## src/rtl/keypad_pkg.sv

```systemverilog
// keypad_pkg: shared types and constants for the keypad scanner.
//   state_t     - scanner FSM state encoding
//   NUM_RC      - keypad rows and columns per side (4x4 matrix)
//   HEX_LEGEND  - printed legend, indexed by {row[1:0], col[1:0]}
//   first_low() - index of the lowest active-low row bit
package keypad_pkg;

    localparam int NUM_RC = 4;

    typedef enum logic [1:0] {
        SCAN       = 2'd0,
        DB_PRESS   = 2'd1,
        HELD       = 2'd2,
        DB_RELEASE = 2'd3
    } state_t;

    // Entry [r*4+c]. Rows read 1 2 3 A / 4 5 6 B / 7 8 9 C / E 0 F D.
    // The concatenation is written from index 15 down to index 0.
    localparam logic [15:0][3:0] HEX_LEGEND = {
        4'hD, 4'hF, 4'h0, 4'hE,
        4'hC, 4'h9, 4'h8, 4'h7,
        4'hB, 4'h6, 4'h5, 4'h4,
        4'hA, 4'h3, 4'h2, 4'h1
    };

    // Row 0 wins when several rows are low together.
    function automatic logic [1:0] first_low(input logic [NUM_RC-1:0] r);
        if (!r[0])      return 2'd0;
        else if (!r[1]) return 2'd1;
        else if (!r[2]) return 2'd2;
        else            return 2'd3;
    endfunction

endpackage

```

## src/rtl/sync_2ff.sv

```systemverilog
// sync_2ff: two-flop synchronizer for a bus of independent static levels.
//   clk   - destination clock
//   reset - synchronous, active-low; both stages load RESET_VAL
//   d     - asynchronous input bus
//   q     - synchronized output bus
module sync_2ff #(
    parameter int              W         = 4,
    parameter logic [W-1:0]    RESET_VAL = '1
) (
    input  logic         clk,
    input  logic         reset,
    input  logic [W-1:0] d,
    output logic [W-1:0] q
);

    logic [W-1:0] meta;

    always_ff @(posedge clk) begin
        if (!reset) begin
            meta <= RESET_VAL;
            q    <= RESET_VAL;
        end else begin
            meta <= d;
            q    <= meta;
        end
    end

endmodule

```

## src/rtl/keypad_scan_ctrl.sv

```systemverilog
// keypad_scan_ctrl: 4x4 matrix keypad scanner with press/release debounce
// and single-key lockout.
//   clk       - system clock
//   reset     - synchronous, active-low
//   rows      - keypad rows, active-low, asynchronous to clk
//   cols      - column drive, active-low, exactly one column low
//   key_code  - code of the last accepted key, held between accepts
//   key_valid - one-cycle pulse on the first HELD cycle of an accepted key
//   key_held  - high while the key is held or its release is being debounced
// Build option: define KEYPAD_HEXMAP_EN to report the printed keypad legend
// in key_code; otherwise key_code is the raw {row, col} position.
module keypad_scan_ctrl
    import keypad_pkg::*;
#(
    parameter int SCAN_DIV        = 1000,
    parameter int DEBOUNCE_CYCLES = 250000
) (
    input  logic              clk,
    input  logic              reset,
    input  logic [NUM_RC-1:0] rows,
    output logic [NUM_RC-1:0] cols,
    output logic [3:0]        key_code,
    output logic              key_valid,
    output logic              key_held
);

    localparam int DW  = $clog2(SCAN_DIV);
    localparam int DBW = $clog2(DEBOUNCE_CYCLES);
    localparam logic [DW-1:0]  DWELL_LAST = DW'(SCAN_DIV - 1);
    localparam logic [DBW-1:0] DB_LAST    = DBW'(DEBOUNCE_CYCLES - 1);
    // First dwell cycles of a column still see the previous column's rows
    // through the synchronizer, so presses are only sampled from here on.
    localparam logic [DW-1:0]  DWELL_SETTLE = DW'(3);

    logic [NUM_RC-1:0] rs;

    sync_2ff #(.W(NUM_RC), .RESET_VAL('1)) u_sync (
        .clk   (clk),
        .reset (reset),
        .d     (rows),
        .q     (rs)
    );

    state_t            state,     state_n;
    logic [1:0]        col_idx,   col_idx_n;
    logic [1:0]        row_idx,   row_idx_n;
    logic [NUM_RC-1:0] snap,      snap_n;
    logic [DW-1:0]     dwell_cnt, dwell_cnt_n;
    logic [DBW-1:0]    db_cnt,    db_cnt_n;
    logic [3:0]        key_code_n;
    logic              key_valid_n;
    logic [3:0]        code_sel;

`ifdef KEYPAD_HEXMAP_EN
    assign code_sel = HEX_LEGEND[{row_idx, col_idx}];
`else
    assign code_sel = {row_idx, col_idx};
`endif

    assign cols     = ~(4'b0001 << col_idx);
    assign key_held = (state == HELD) || (state == DB_RELEASE);

    always_ff @(posedge clk) begin
        if (!reset) begin
            state     <= SCAN;
            col_idx   <= '0;
            row_idx   <= '0;
            snap      <= '1;
            dwell_cnt <= '0;
            db_cnt    <= '0;
            key_code  <= '0;
            key_valid <= 1'b0;
        end else begin
            state     <= state_n;
            col_idx   <= col_idx_n;
            row_idx   <= row_idx_n;
            snap      <= snap_n;
            dwell_cnt <= dwell_cnt_n;
            db_cnt    <= db_cnt_n;
            key_code  <= key_code_n;
            key_valid <= key_valid_n;
        end
    end

    always_comb begin
        state_n     = state;
        col_idx_n   = col_idx;
        row_idx_n   = row_idx;
        snap_n      = snap;
        dwell_cnt_n = dwell_cnt;
        db_cnt_n    = db_cnt;
        key_code_n  = key_code;
        key_valid_n = 1'b0;

        case (state)
            SCAN: begin
                if (dwell_cnt >= DWELL_SETTLE && rs != '1) begin
                    // Column stays frozen while the press is debounced.
                    state_n   = DB_PRESS;
                    row_idx_n = first_low(rs);
                    snap_n    = rs;
                    db_cnt_n  = '0;
                end else if (dwell_cnt == DWELL_LAST) begin
                    dwell_cnt_n = '0;
                    col_idx_n   = col_idx + 2'd1;
                end else begin
                    dwell_cnt_n = dwell_cnt + DW'(1);
                end
            end

            DB_PRESS: begin
                if (rs != snap) begin
                    state_n     = SCAN;
                    dwell_cnt_n = '0;
                    col_idx_n   = col_idx + 2'd1;
                end else if (db_cnt == DB_LAST) begin
                    state_n     = HELD;
                    key_code_n  = code_sel;
                    key_valid_n = 1'b1;
                end else begin
                    db_cnt_n = db_cnt + DBW'(1);
                end
            end

            HELD: begin
                // Any row activity other than a full release is ignored.
                if (rs == '1) begin
                    state_n  = DB_RELEASE;
                    db_cnt_n = '0;
                end
            end

            DB_RELEASE: begin
                if (rs != '1) begin
                    state_n = HELD;
                end else if (db_cnt == DB_LAST) begin
                    state_n     = SCAN;
                    dwell_cnt_n = '0;
                    col_idx_n   = col_idx + 2'd1;
                end else begin
                    db_cnt_n = db_cnt + DBW'(1);
                end
            end

            default: state_n = SCAN;
        endcase
    end

endmodule

```

## config.mk

```make
export PLATFORM = sky130hd
export DESIGN_NAME = keypad_scan_ctrl
export DESIGN_NICKNAME = d
export VERILOG_FILES = /design/src/rtl/keypad_pkg.sv /design/src/rtl/sync_2ff.sv /design/src/rtl/keypad_scan_ctrl.sv
export SDC_FILE = /design/constraint.sdc
export NUM_CORES = 1
export LEC_CHECK = 0
export ABC_AREA = 1
export BUFFER_PORTS_ARGS = -buffer_cell sky130_fd_sc_hd__buf_2
export CORE_ASPECT_RATIO = 1.75
export CORE_UTILIZATION = 43
export DETAILED_ROUTE_END_ITERATION = 10
export SLEW_MARGIN = 30
export SYNTH_ARGS = -nofsm -noshare
export SYNTH_HDL_FRONTEND = slang
export SYNTH_SLANG_ARGS = --single-unit
```

## constraint.sdc

```tcl
create_clock -name clk -period 2.2 [get_ports clk]
set_clock_uncertainty 0.15 [all_clocks]
set_input_delay 0.22 -clock clk [delete_from_list [all_inputs] [get_ports clk]]
set_output_delay 0.22 -clock clk [all_outputs]
set_load 0.05 [all_outputs]
```

==> impl_metrics.yaml <==
setup_path:
  cpPeakStageDelay_ns: 0.38
  crit_type: "reg -> reg"
  reg2reg_to: "dwell_cnt[3]"
  worst_path_most_repeated_cell: "nand2_4"
  worstSetupEndpointType: "flop"
  slowest_stage: "dfxtp_1"
  r2r-start: "db_cnt[1]"
  cp-startpoint: "db_cnt[1]"
  r2r_slack_ns: 0.12
  crit_fanout: 9
  start_kind: "flop"
  required_ns: 2.28
  r2r_cells: 11
  arrival_ns: 2.16
  crit_chain: "ha_1 -> nand2_2 -> nor2_4 -> inv_4 -> nor2_8 -> nand2_4 -> nand2_4 -> nand2_4 -> nor2_4 -> nand2_2 -> a21oi_2"
flow_run:
  cap_viol_max_count: 0
yosys:
  ys_top_cells_by_area: "dfxtp_1 33%, nand2_1 15%, nor2_1 9.6%, nand3_1 7.0%, inv_1 5.7%"
  syn-num-nets: 487
  yosysWarnings: 0
  yosysUniqueCellTypes: 34
  synth_top_area_share_pct: 33.4
  synth_flop_cell: "dfxtp_1"
  synth.largest_area_cell: "dfxtp_1"
  syn_area_um2: 3050
  synth-edff-count: 0
  yosysSeqAreaShare_pct: 33.4
  ys_seq_elements: 51
  synthCells: 475
  async_flop_share_pct: 0
  postSynthAreaPerCell_um2: 6.43
timing:
  setup_viol: 0
  final.period_utilization_pct: 94.7
  setup_tns_ns: 0
  hold_ws_ns: 0.150
  rsz0062_at_grt: "false"
  worst_pin_slew_ns: 0.442
  slew_headroom_pct: 70.3
  max_freq_mhz: 480
  worst_slack_ns: 0.116
  finalHoldViolCount: 0
  final_max_slew_viol_count: 0
  fin_crit_ns: 2.08
grt:
  gr-usage-all-layers_pct: 22.3
  grt_max_degree: 38
  antenna_found_initial: 0
  grt_overflow_total: 0
  grt_pass1_vias: 2890
  grt_pass1_wl_mm: 13.0
layout:
  num_antenna_cells: 0
  final_core_util_pct: 51.3
  layout-drive-gt1-share_pct: 14.9
  final_common_cell: "nand2_1"
  final_cell_mix: "123 x nand2_1, 78 x nor2_1, 51 x dfxtp_1"
  final_nets: 515
  syn_to_final_growth_pct: 15.3
routing:
  first_pass_iters: 4
  drt_wl_total_mm: 7.66
  routed_via_density: 5.15
  drtIter0Drc: 147
  via_count: 3031
  antenna_left: 0
  drc: 0
  wire_per_inst_um: 13.0
pwr:
  leakage_nw: 1.49
  vdd_ir_drop_max_mv: 0.349
  power_density_nw_per_um2: 1020
place:
  hpwl_mm: 5.48
  gp_congestion: 0.877
  port_buffers: 15
  detailedPlace.worstSlack_ns: 0.0726
hold_path:
  holdPathStages: 2
  min_to: "snap[3]"
  hold_start: "reset"
  hp-class: "in -> reg"
cts:
  cts_buffers: 5
  cts_buffer_depth: 2
  cts-root-buf: "clkbuf_16"
  htree_levels: 2
  clock_sinks: 51
  clkTransAtPathRegs_ns: 0.07
  clock_latency_ns: 0.29
  cts_tree: "built"
die:
  fp.dieH_um: 113
  start_util_pct: 44.5
  die_w_um: 65.7
  die-area_um2: 7450
  num_rows: 40
  fp.coreArea_um2: 6860
  ios: 16
outcome:
  status: "complete, no violations"
==> cell type report <==
cell class / count / area [um^2]
Sequential cell: 51 / 1020
Inverter: 54 / 205
Multi-Input combinational cell: 357 / 1780
Clock buffer: 6 / 139
Timing Repair Buffer: 34 / 228
Fill cell: 696 / 3340
Clock inverter: 2 / 38.8
Tap cell: 84 / 105
==> sequential cells by signal (all words and copies together), names as in the netlist, 2 cells and up <==
signal / count
key_code: 4
col_idx: 2
snap: 4
u_sync.meta: 4
db_cnt: 18
u_sync.q: 4
dwell_cnt: 10
row_idx: 2
state: 2
==> worst max path at each step <==
stage,end,slack [ns],cells past startpoint
final,dwell_cnt[3],0.12,11
after global routing,dwell_cnt[3],0.01,11
after CTS,db_cnt[8],0.06,10
after detailed placement,db_cnt[8],0.07,10
after global placement,db_cnt[7],0.14,10
after floorplan,dwell_cnt[3],0.30,12
==> what timing repair did <==
item,in CTS,in global routing
endpoints found under the hold margin,4,0
hold buffers,4,0
setup endpoints to repair,0,18
setup buffers,0,0
gates resized for setup,0,2
==> power by group <==
group / internal, mW / total, mW / switching (mW) / leakage, nW
logic: 0.438 / 1.52 / 1.08 / 0.992
registers: 1.03 / 1.13 / 0.106 / 0.415
clock network: 0.572 / 0.922 / 0.350 / 0.0875
==> cell families (layout without fill, tap and decap cells) <==
family,after synthesis,after routing,share of synthesized area [%]
and+or+nand+nor,287,288,42.6
buffers and inverters,68,96,8.93
AOI/OAI and AO/OA,55,55,10.3
DFF,51,51,33.4
xor gates and xnor gates,8,8,2.29
adders and majority gates,6,6,2.46
==> critical path, delay by kind of cell (launching register included) <==
kind / cells / cell delay (ns)
and+or+nand+nor: 8 / 1.04
DFF: 1 / 0.38
adders and majority gates: 1 / 0.24
AOI/OAI and AO/OA: 1 / 0.14
buffers and inverters: 1 / 0.07
==> routing by layer <==
| metal | wire length, um | GRT usage (%) | vias up |
|---|---|---|---|
| met3 | 174 | 3.00 | 18 |
| met1 | 3050 | 23.4 | 1395 |
| li1 | - | - | 1569 |
| met5 | 0 | 0 | - |
| met2 | 4210 | 41.8 | 49 |
| met4 | 223 | 10.9 | 0 |
==> stage by stage <==
stage          cell area, um^2  total power [mW]  instances
3_5_place_dp              3280              2.62        575
5_1_grt                   3520              3.84        588
2_1_floorplan             3050              2.23        475
3_3_place_gp              3280              2.60        575
4_1_cts                   3500              3.56        587
6_report                  3520              3.58        588
==> synthesized netlist by cell type (all sizes together), types with 5 or more instances <==
master / instances
nand2: 132
ha: 6
nor2: 83
inv: 51
a21oi: 36
or2: 8
nand4: 10
buf: 5
nand3: 47
dfxtp: 51
clkbuf: 9
o21ai: 11
No activity file was read; power rests on OpenSTA's default activity.
